**config.mk**
```make
export PLATFORM = sky130hd
export DESIGN_NAME = imem_loader_flat
export DESIGN_NICKNAME = d
export VERILOG_FILES = /design/src/rtl/imem_loader_if.sv /design/src/rtl/imem_loader.sv /design/src/flat_wrapper.sv
export SDC_FILE = /design/constraint.sdc
export NUM_CORES = 1
export LEC_CHECK = 0
export BUFFER_PORTS_ARGS = -buffer_cell sky130_fd_sc_hd__buf_2
export CAP_MARGIN = 40
export CELL_PAD_IN_SITES_DETAIL_PLACEMENT = 0
export CELL_PAD_IN_SITES_GLOBAL_PLACEMENT = 2
export CORE_ASPECT_RATIO = 0.9
export CORE_MARGIN = 4
export CORE_UTILIZATION = 30
export DETAILED_ROUTE_END_ITERATION = 10
export GPL_TIMING_DRIVEN = 0
export PLACE_DENSITY_LB_ADDON = 0.05
export SKIP_CTS_REPAIR_TIMING = 1
export SKIP_LAST_GASP = 1
export SLEW_MARGIN = 10
export SYNTH_ARGS = -nofsm -noshare
export SYNTH_HDL_FRONTEND = slang
export SYNTH_SLANG_ARGS = --single-unit
```
**constraint.sdc**
```tcl
create_clock -name clk_i -period 4.1 [get_ports clk_i]
set_clock_uncertainty 0.1 [all_clocks]
set_input_delay 0.82 -clock clk_i [delete_from_list [all_inputs] [get_ports clk_i]]
set_output_delay 0.82 -clock clk_i [all_outputs]
set_load 0.02 [all_outputs]
```
**src/rtl/imem_loader_if.sv**
```systemverilog
// Loader-side bus: host stream (start/len/data/valid) in, memory write port,
// CPU reset and status out.
//   slave  : the loader (drives ready/we/waddr/wdata/cpu_rst/busy/done/err/checksum)
//   master : the host/bench (drives start/len/data/valid)
interface imem_if #(
  parameter int unsigned ADDR_W = 8
);
  logic              start_i;
  logic [ADDR_W:0]   len_i;
  logic [31:0]       data_i;
  logic              valid_i;
  logic              ready_o;
  logic              we_o;
  logic [31:0]       waddr_o;
  logic [31:0]       wdata_o;
  logic              cpu_rst_o;
  logic              busy_o;
  logic              done_o;
  logic              err_o;
  logic [31:0]       checksum_o;

  modport slave (
    input  start_i, len_i, data_i, valid_i,
    output ready_o, we_o, waddr_o, wdata_o, cpu_rst_o, busy_o, done_o, err_o, checksum_o
  );

  modport master (
    output start_i, len_i, data_i, valid_i,
    input  ready_o, we_o, waddr_o, wdata_o, cpu_rst_o, busy_o, done_o, err_o, checksum_o
  );
endinterface

```
**src/rtl/imem_loader.sv**
```systemverilog
// Boot-time program loader: streams 32-bit words into the instruction memory
// write port at consecutive word addresses, holds the CPU in reset until the
// image is complete, and keeps a running 32-bit checksum of the image.
// Ports:
//   clk_i  - clock, rising edge
//   rst_i  - synchronous active-high reset
//   bus    - imem_if.slave: start/len/data/valid in; ready, write port,
//            cpu_rst, busy, done, err, checksum out (all registered)
module imem_loader #(
  parameter int unsigned ADDR_W = 8
) (
  input  logic   clk_i,
  input  logic   rst_i,
  imem_if.slave  bus
);

  localparam int unsigned CW = ADDR_W + 1;
  localparam logic [CW-1:0] CAP = CW'(1) << ADDR_W;

  typedef enum logic [1:0] {S_IDLE, S_LOAD, S_FLUSH, S_RUN} state_e;

  state_e          state_q, state_d;
  logic [CW-1:0]   cnt_q, cnt_d;
  logic [CW-1:0]   len_q, len_d;
  logic [31:0]     csum_q, csum_d;
  logic [31:0]     waddr_q, waddr_d;
  logic [31:0]     wdata_q, wdata_d;
  logic            err_q, err_d;
  logic            we_q, we_d;
  logic            ready_q, ready_d;
  logic            busy_q, busy_d;
  logic            done_q, done_d;
  logic            cpu_rst_q, cpu_rst_d;

  // State and output registers
  always_ff @(posedge clk_i) begin
    if (rst_i) begin
      state_q   <= S_IDLE;
      cnt_q     <= '0;
      len_q     <= '0;
      csum_q    <= '0;
      waddr_q   <= '0;
      wdata_q   <= '0;
      err_q     <= 1'b0;
      we_q      <= 1'b0;
      ready_q   <= 1'b0;
      busy_q    <= 1'b0;
      done_q    <= 1'b0;
      cpu_rst_q <= 1'b1;
    end else begin
      state_q   <= state_d;
      cnt_q     <= cnt_d;
      len_q     <= len_d;
      csum_q    <= csum_d;
      waddr_q   <= waddr_d;
      wdata_q   <= wdata_d;
      err_q     <= err_d;
      we_q      <= we_d;
      ready_q   <= ready_d;
      busy_q    <= busy_d;
      done_q    <= done_d;
      cpu_rst_q <= cpu_rst_d;
    end
  end

  // Next-state and next-output logic
  always_comb begin
    state_d = state_q;
    cnt_d   = cnt_q;
    len_d   = len_q;
    csum_d  = csum_q;
    waddr_d = waddr_q;
    wdata_d = wdata_q;
    err_d   = err_q;
    we_d    = 1'b0;

    unique case (state_q)
      S_IDLE, S_RUN: begin
        if (bus.start_i) begin
          if (bus.len_i > CAP) begin
            // Oversized image: flag it and keep the CPU parked in reset
            err_d   = 1'b1;
            state_d = S_IDLE;
          end else begin
            err_d   = 1'b0;
            len_d   = bus.len_i;
            cnt_d   = '0;
            csum_d  = '0;
            state_d = (bus.len_i == '0) ? S_FLUSH : S_LOAD;
          end
        end
      end
      S_LOAD: begin
        // ready_q is high exactly while in LOAD
        if (bus.valid_i && ready_q) begin
          we_d    = 1'b1;
          waddr_d = 32'(cnt_q) << 2;
          wdata_d = bus.data_i;
          csum_d  = csum_q + bus.data_i;
          cnt_d   = cnt_q + CW'(1);
          if (cnt_q == len_q - CW'(1)) state_d = S_FLUSH;
        end
      end
      S_FLUSH: state_d = S_RUN;
      default: state_d = S_IDLE;
    endcase

    // Status outputs are registered images of the next state
    ready_d   = (state_d == S_LOAD);
    busy_d    = (state_d == S_LOAD) || (state_d == S_FLUSH);
    done_d    = (state_d == S_RUN);
    cpu_rst_d = (state_d != S_RUN);
  end

  assign bus.ready_o    = ready_q;
  assign bus.we_o       = we_q;
  assign bus.waddr_o    = waddr_q;
  assign bus.wdata_o    = wdata_q;
  assign bus.cpu_rst_o  = cpu_rst_q;
  assign bus.busy_o     = busy_q;
  assign bus.done_o     = done_q;
  assign bus.err_o      = err_q;
  assign bus.checksum_o = csum_q;

endmodule

```
**src/flat_wrapper.sv**
```systemverilog
// flat-port wrapper written by rule: the top's interface ports become plain ports
module imem_loader_flat 
#(
  parameter int unsigned ADDR_W = 8
)
  (clk_i, rst_i, bus_start_i, bus_len_i, bus_data_i, bus_valid_i, bus_ready_o, bus_we_o, bus_waddr_o, bus_wdata_o, bus_cpu_rst_o, bus_busy_o, bus_done_o, bus_err_o, bus_checksum_o);
  imem_if #(.ADDR_W(ADDR_W)) bus_i ();
  input  logic clk_i;
  input  logic rst_i;
  input wire logic [$bits(bus_i.start_i)-1:0] bus_start_i;
  input wire logic [$bits(bus_i.len_i)-1:0] bus_len_i;
  input wire logic [$bits(bus_i.data_i)-1:0] bus_data_i;
  input wire logic [$bits(bus_i.valid_i)-1:0] bus_valid_i;
  output wire logic [$bits(bus_i.ready_o)-1:0] bus_ready_o;
  output wire logic [$bits(bus_i.we_o)-1:0] bus_we_o;
  output wire logic [$bits(bus_i.waddr_o)-1:0] bus_waddr_o;
  output wire logic [$bits(bus_i.wdata_o)-1:0] bus_wdata_o;
  output wire logic [$bits(bus_i.cpu_rst_o)-1:0] bus_cpu_rst_o;
  output wire logic [$bits(bus_i.busy_o)-1:0] bus_busy_o;
  output wire logic [$bits(bus_i.done_o)-1:0] bus_done_o;
  output wire logic [$bits(bus_i.err_o)-1:0] bus_err_o;
  output wire logic [$bits(bus_i.checksum_o)-1:0] bus_checksum_o;
  assign bus_i.start_i = bus_start_i;
  assign bus_i.len_i = bus_len_i;
  assign bus_i.data_i = bus_data_i;
  assign bus_i.valid_i = bus_valid_i;
  assign bus_ready_o = bus_i.ready_o;
  assign bus_we_o = bus_i.we_o;
  assign bus_waddr_o = bus_i.waddr_o;
  assign bus_wdata_o = bus_i.wdata_o;
  assign bus_cpu_rst_o = bus_i.cpu_rst_o;
  assign bus_busy_o = bus_i.busy_o;
  assign bus_done_o = bus_i.done_o;
  assign bus_err_o = bus_i.err_o;
  assign bus_checksum_o = bus_i.checksum_o;
  imem_loader #(.ADDR_W(ADDR_W)) u_core (.clk_i(clk_i), .rst_i(rst_i), .bus(bus_i));
endmodule
```
## Word level (Yosys, flattened, before mapping)

Cells that the tools add are included.
Widths: inputs -> output; s select.

- $mul: 0
- Shifts and indexed selects: 0
- Order comparisons: 1
- Divide/modulo/power cells: 0
- Reductions and logical operators: 11
- Muxes and demuxes: 16
- Eq/ne operators: 11
- Add/sub/neg operators: 3
- Bitwise gates (word level): 2

Operators by type and width:

| kind | number |
|---|---|
| $mux 32 | 3 |
| $pmux 32 s2 | 1 |
| $add 32x32->32 | 1 |
| $mux 9 | 3 |
| $pmux 9 s2 | 1 |
| $mux 2 | 5 |
| $add 9x1->9 const B | 1 |
| $eq 9x9->1 | 1 |
| $gt 9x9->1 const B | 1 |
| $logic_not 9->1 | 1 |
| $sub 9x1->9 const B | 1 |
| $eq 2x2->1 const B | 4 |
| $ne 2x2->1 const B | 3 |
| $pmux 2 s3 | 1 |
| $eq 2x1->1 const B | 2 |
| $reduce_and 2->1 | 2 |
| $reduce_and 4->1 | 1 |
| $reduce_or 2->1 | 2 |
| $reduce_and 3->1 | 1 |
| $logic_not 2->1 | 1 |
| $mux 1 | 2 |
| $ne 2x1->1 const B | 1 |
| $not 1->1 | 2 |
| $reduce_bool 2->1 | 1 |
| 2 further kinds | 2 |

- Output and inout port bits: 102
- RAM bits: 0
- Input bits: 45
- Logic and storage cells: 56
- Latch bits: 0
- Memories kept: 0
- Register bits: 99
- Memory bits (read-only): 0

## Logic depth before layout (Yosys ltp)

- Depth after elaboration: 7
- Gate-level depth with buffers: 12
- Gate-level depth less buffers: 12

## Worst setup path before layout

OpenSTA, ideal clock, no wires.

- Path kind: input to register
- From: input port bus_data_i[0]
- To: register u_core.csum_q[30] (netlist: u_core.bus.checksum_o[30])
- Data required time: 3870 ps
- Slack: 927 ps
- Setup time: 130 ps
- Buffers on the path: 0
- Stages: 10
- Arrival time: 2943 ps
- Cells stage by stage: ha_1 > fa_1 > a21o_1 > a221o_1 > nand3_1 > a31oi_1 > o31a_1 > a221oi_2 > o21a_1 > o211ai_1

- Longest elaborated chain between the ends: 3

RTL lines:

| item | RTL line | text |
|---|---|---|
| start: declaration | flat_wrapper.sv:12 | `input wire logic [$bits(bus_i.data_i)-1:0] bus_data_i;` |
| $add 32x32->32 | imem_loader.sv:99 | `csum_d = csum_q + bus.data_i;` |
| $mux 32 | imem_loader.sv:95 | `if (bus.valid_i && ready_q) begin` |
| $pmux 32 s2 | imem_loader.sv:77 | `unique case (state_q)` |
| end signal: assignment | imem_loader.sv:54 | `csum_q <= csum_d;` |
| end: declaration | imem_loader.sv:25 | `logic [31:0] csum_q, csum_d;` |

No other way between the ends. The select of a mux whose other input is x is not followed.
A chain may end at the register's enable or synchronous reset.

## Final worst setup path

- From: input port bus_len_i[4]
- To: register u_core.csum_q[20] (netlist: u_core.bus.checksum_o[20])

- Longest elaborated chain between the ends: 3

RTL lines:

| item | RTL line | text |
|---|---|---|
| start: declaration | flat_wrapper.sv:11 | `input wire logic [$bits(bus_i.len_i)-1:0] bus_len_i;` |
| $gt 9x9->1 | imem_loader.sv:80 | `if (bus.len_i > CAP) begin` |
| $ne 2x2->1 (no line) | -- |  |
| $reduce_and 4->1 (no line) | -- |  |

No other way between the ends.

==> results.yml <==
route:
  viasPerCell: 4.802
  ant_nets: 0
  drt_first_pass_iters: 4
  vias: 5378
  drt-initial-drc-count: 267
  wl_per_cell_um: 15.81
  route.detailed.drc: 0
  drt-total-wl_um: 17710
power:
  totalPowerFinal_mw: 2.598
  p_int_mw: 1.802
  p_clk_share_pct: 37.7
  switching_share_pct: 30.63
  power.density_mw_per_mm2: 367.6
  p_switching_mw: 0.7956
  p_leak_nw: 3.189
  pwr-share-comb_pct: 21.9
  ir_worst_vdd_mv: 0.1850
  seqPwrFrac_pct: 40.4
yosys:
  synth.avg_cell_area_um2: 8.010
  synth_flop_cell: "dfxtp_1"
  synth_most_common_cell: "nand2_1"
  yosysSeqAreaShare_pct: 34.65
  ys_types: 68
  netlist_instances: 714
  netlist.area_leader.share_pct: 34.65
  synth-seq-cells: 99
  synth_enable_flop_cells: 0
  yosysWarnings: 0
  synthArstFlopShare_pct: 0
  syn_area_mm2: 0.005719
  synth_largest_area_cell: "dfxtp_1"
  ys_top_cells_by_count: "150 x nand2_1, 99 x dfxtp_1, 83 x a21oi_1, 46 x nor2_1, 40 x ha_1"
  ys_top_cells_by_area: "dfxtp_1 35%, nand2_1 9.8%, ha_1 8.8%"
critical_path:
  reg2reg_from: "u_core.state_q[0]"
  r2r-end: "u_core.bus.checksum_o[18]"
  worstPathMaxFanout: 10
  start_kind: "primary input"
  crit_path_start: "bus_len_i[4]"
  critPathKind: "in -> reg"
  r2r_setup_slack_ps: 880
  setup.worst_path.end: "u_core.bus.checksum_o[20]"
  cp_data_arrival_time_ps: 3620
  crit_path_end_kind: "flop"
  r2r_cells: 10
  critPathRequiredTime_ps: 4280
clock_tree:
  root_buffer: "clkbuf_16"
  cts_inserted_buffers: 9
  clock-sinks: 99
  cts_max_level: 3
  cts_buffer_depth: 2
  clk_pin_slew_ps: 70
  clk_latency_ps: 350
  cts_tree: "done"
sta:
  tns_ps: 0
  timing.final.ws_setup_ps: 657.2
  rsz0062_at_grt: "false"
  worstMarginPinSlew_ps: 828.7
  report.final.slew_viol_count: 0
  hold_violations: 0
  setup_viol: 0
  period_share_pct: 83.97
  fin_hold_ws_ps: 349.6
  slew_headroom_pct: 44.55
  max_freq_mhz: 290.5
  min_period_ps: 3443
cells_and_area:
  antenna_cells: 0
  drive_above_1_share_pct: 21.03
  utilization_pct: 38.02
  stdcell_count: 1120
  design_area_mm2: 0.007066
  layout.nets: 956
  syn_to_final_growth_pct: 23.54
  seq_area_mm2: 0.001982
  num-fill-cells: 2046
  multi_input_area_mm2: 0.003452
floorplan:
  start_util_pct: 30.78
  chipHeight_um: 139.0
  coreArea_mm2: 0.01858
  die_x_um: 153.5
  die_area_mm2: 0.02134
  rows: 47
  pin_count: 147
outcome:
  status: "completed"
placement:
  placed_cells: 1104
  dp_slack_ps: 185.3
  dpl_cell_area_mm2: 0.006726
  io_buffers: 122
  place_hpwl_um: 13960
  routabilityCongestion: 0.8344
grt:
  grt_pass1_wl_um: 28210
  overflow: 0
  grt_max_degree: 16
  grtUsageTotal_pct: 16.53
  grt_antenna_before_repair: 0
  grt_pass1_vias: 5205
run:
  drv_cap: 0
hold_path:
  min_path_type: "reg -> reg"
per-layer routing:
layer / GRT usage [%] / routed length, µm
met5: 0 / 0
met4: 3.996 / 269
met3: 4.524 / 1042
met2: 25.46 / 7781
met1: 23.05 / 8617
power groups by stage:
stage / clock [mW] / combinational (mW) / sequential, mW
after global placement: 0 / 0.562 / 1.07
after global routing: 1.05 / 0.644 / 1.06
after floorplan: 0 / 0.359 / 1.10
final: 0.978 / 0.569 / 1.05
after detailed placement: 0 / 0.572 / 1.07
after CTS: 1.02 / 0.575 / 1.05
how the worst min path moves through the flow:
stage | from | endpoint | slack [ps] | cells past startpoint
2_1_floorplan | u_core.len_q[8] | u_core.len_q[8] | 350 | 2
5_1_grt | u_core.bus.waddr_o[10] | u_core.bus.waddr_o[10] | 370 | 2
6_report | u_core.bus.wdata_o[27] | u_core.bus.wdata_o[27] | 350 | 2
4_1_cts | u_core.bus.wdata_o[27] | u_core.bus.wdata_o[27] | 350 | 2
3_5_place_dp | u_core.bus.wdata_o[16] | u_core.bus.wdata_o[16] | 340 | 2
3_3_place_gp | u_core.bus.wdata_o[27] | u_core.bus.wdata_o[27] | 340 | 2
critical path: stages:
cell and delay (ps):
buf_2 110, nor4_1 290, nand2_1 140, ha_1 230, nor2_2 340, a21oi_1 210
nor2_1 700, clkbuf_1 520, nand2_1 100, a21oi_1 160
final cells by class:
class	count	share of cell area [%]
plain buffers	56	4.516
clock buffers	13	3.825
clock inverters	3	0.9740
inverters	13	0.6906
multi-input cells	568	48.86
flip-flops and latches	99	28.05
well taps	245	4.339
repair buffers	123	8.748
sequential cells by signal (all words and copies together), names as in the netlist:
| register | cells |
|---|---|
| u_core.bus.busy_o | 1 |
| u_core.bus.checksum_o | 32 |
| u_core.bus.cpu_rst_o | 1 |
| u_core.bus.done_o | 1 |
| u_core.bus.err_o | 1 |
| u_core.bus.ready_o | 1 |
| u_core.bus.waddr_o | 9 |
| u_core.bus.wdata_o | 32 |
| u_core.bus.we_o | 1 |
| u_core.cnt_q | 9 |
| u_core.len_q | 9 |
| u_core.state_q | 2 |
cells in the final DEF (no fill, tap or decap), drive strengths merged, types with 3 or more instances in the layout:
| cell | count |
|---|---|
| a22oi | 16 |
| nand4 | 7 |
| nand2 | 150 |
| mux2i | 4 |
| o21ai | 24 |
| o211ai | 8 |
| o21a | 7 |
| or3 | 4 |
| buf | 150 |
| inv | 13 |
| clkbuf | 42 |
| a21oi | 87 |
| a21o | 16 |
| a211o | 3 |
| nor4 | 5 |
| nand2b | 4 |
| nor3 | 10 |
| nor2b | 8 |
| nor2 | 48 |
| ha | 40 |
| o21bai | 3 |
| dfxtp | 99 |
| xor2 | 20 |
| o2111ai | 3 |
| a31oi | 6 |
| xnor2 | 21 |
| and3 | 7 |
| conb | 23 |
| nand3 | 13 |
logic make-up (layout without fill, tap and decap cells):
family / after synthesis / count (layout) / share of synthesized area, %
flip-flops: 99 / 99 / 34.65
AND/OR/NAND/NOR: 265 / 265 / 20.54
adder cells (fa/ha/maj): 41 / 41 / 9.101
buffers and inverters: 69 / 208 / 6.432
AO/OA/AOI/OAI: 194 / 194 / 22.23
XOR/XNOR: 41 / 41 / 6.279
multiplexers: 4 / 4 / 0.7001
other: 1 / 23 / 0.06557
Power figures use the tool's default switching activity.
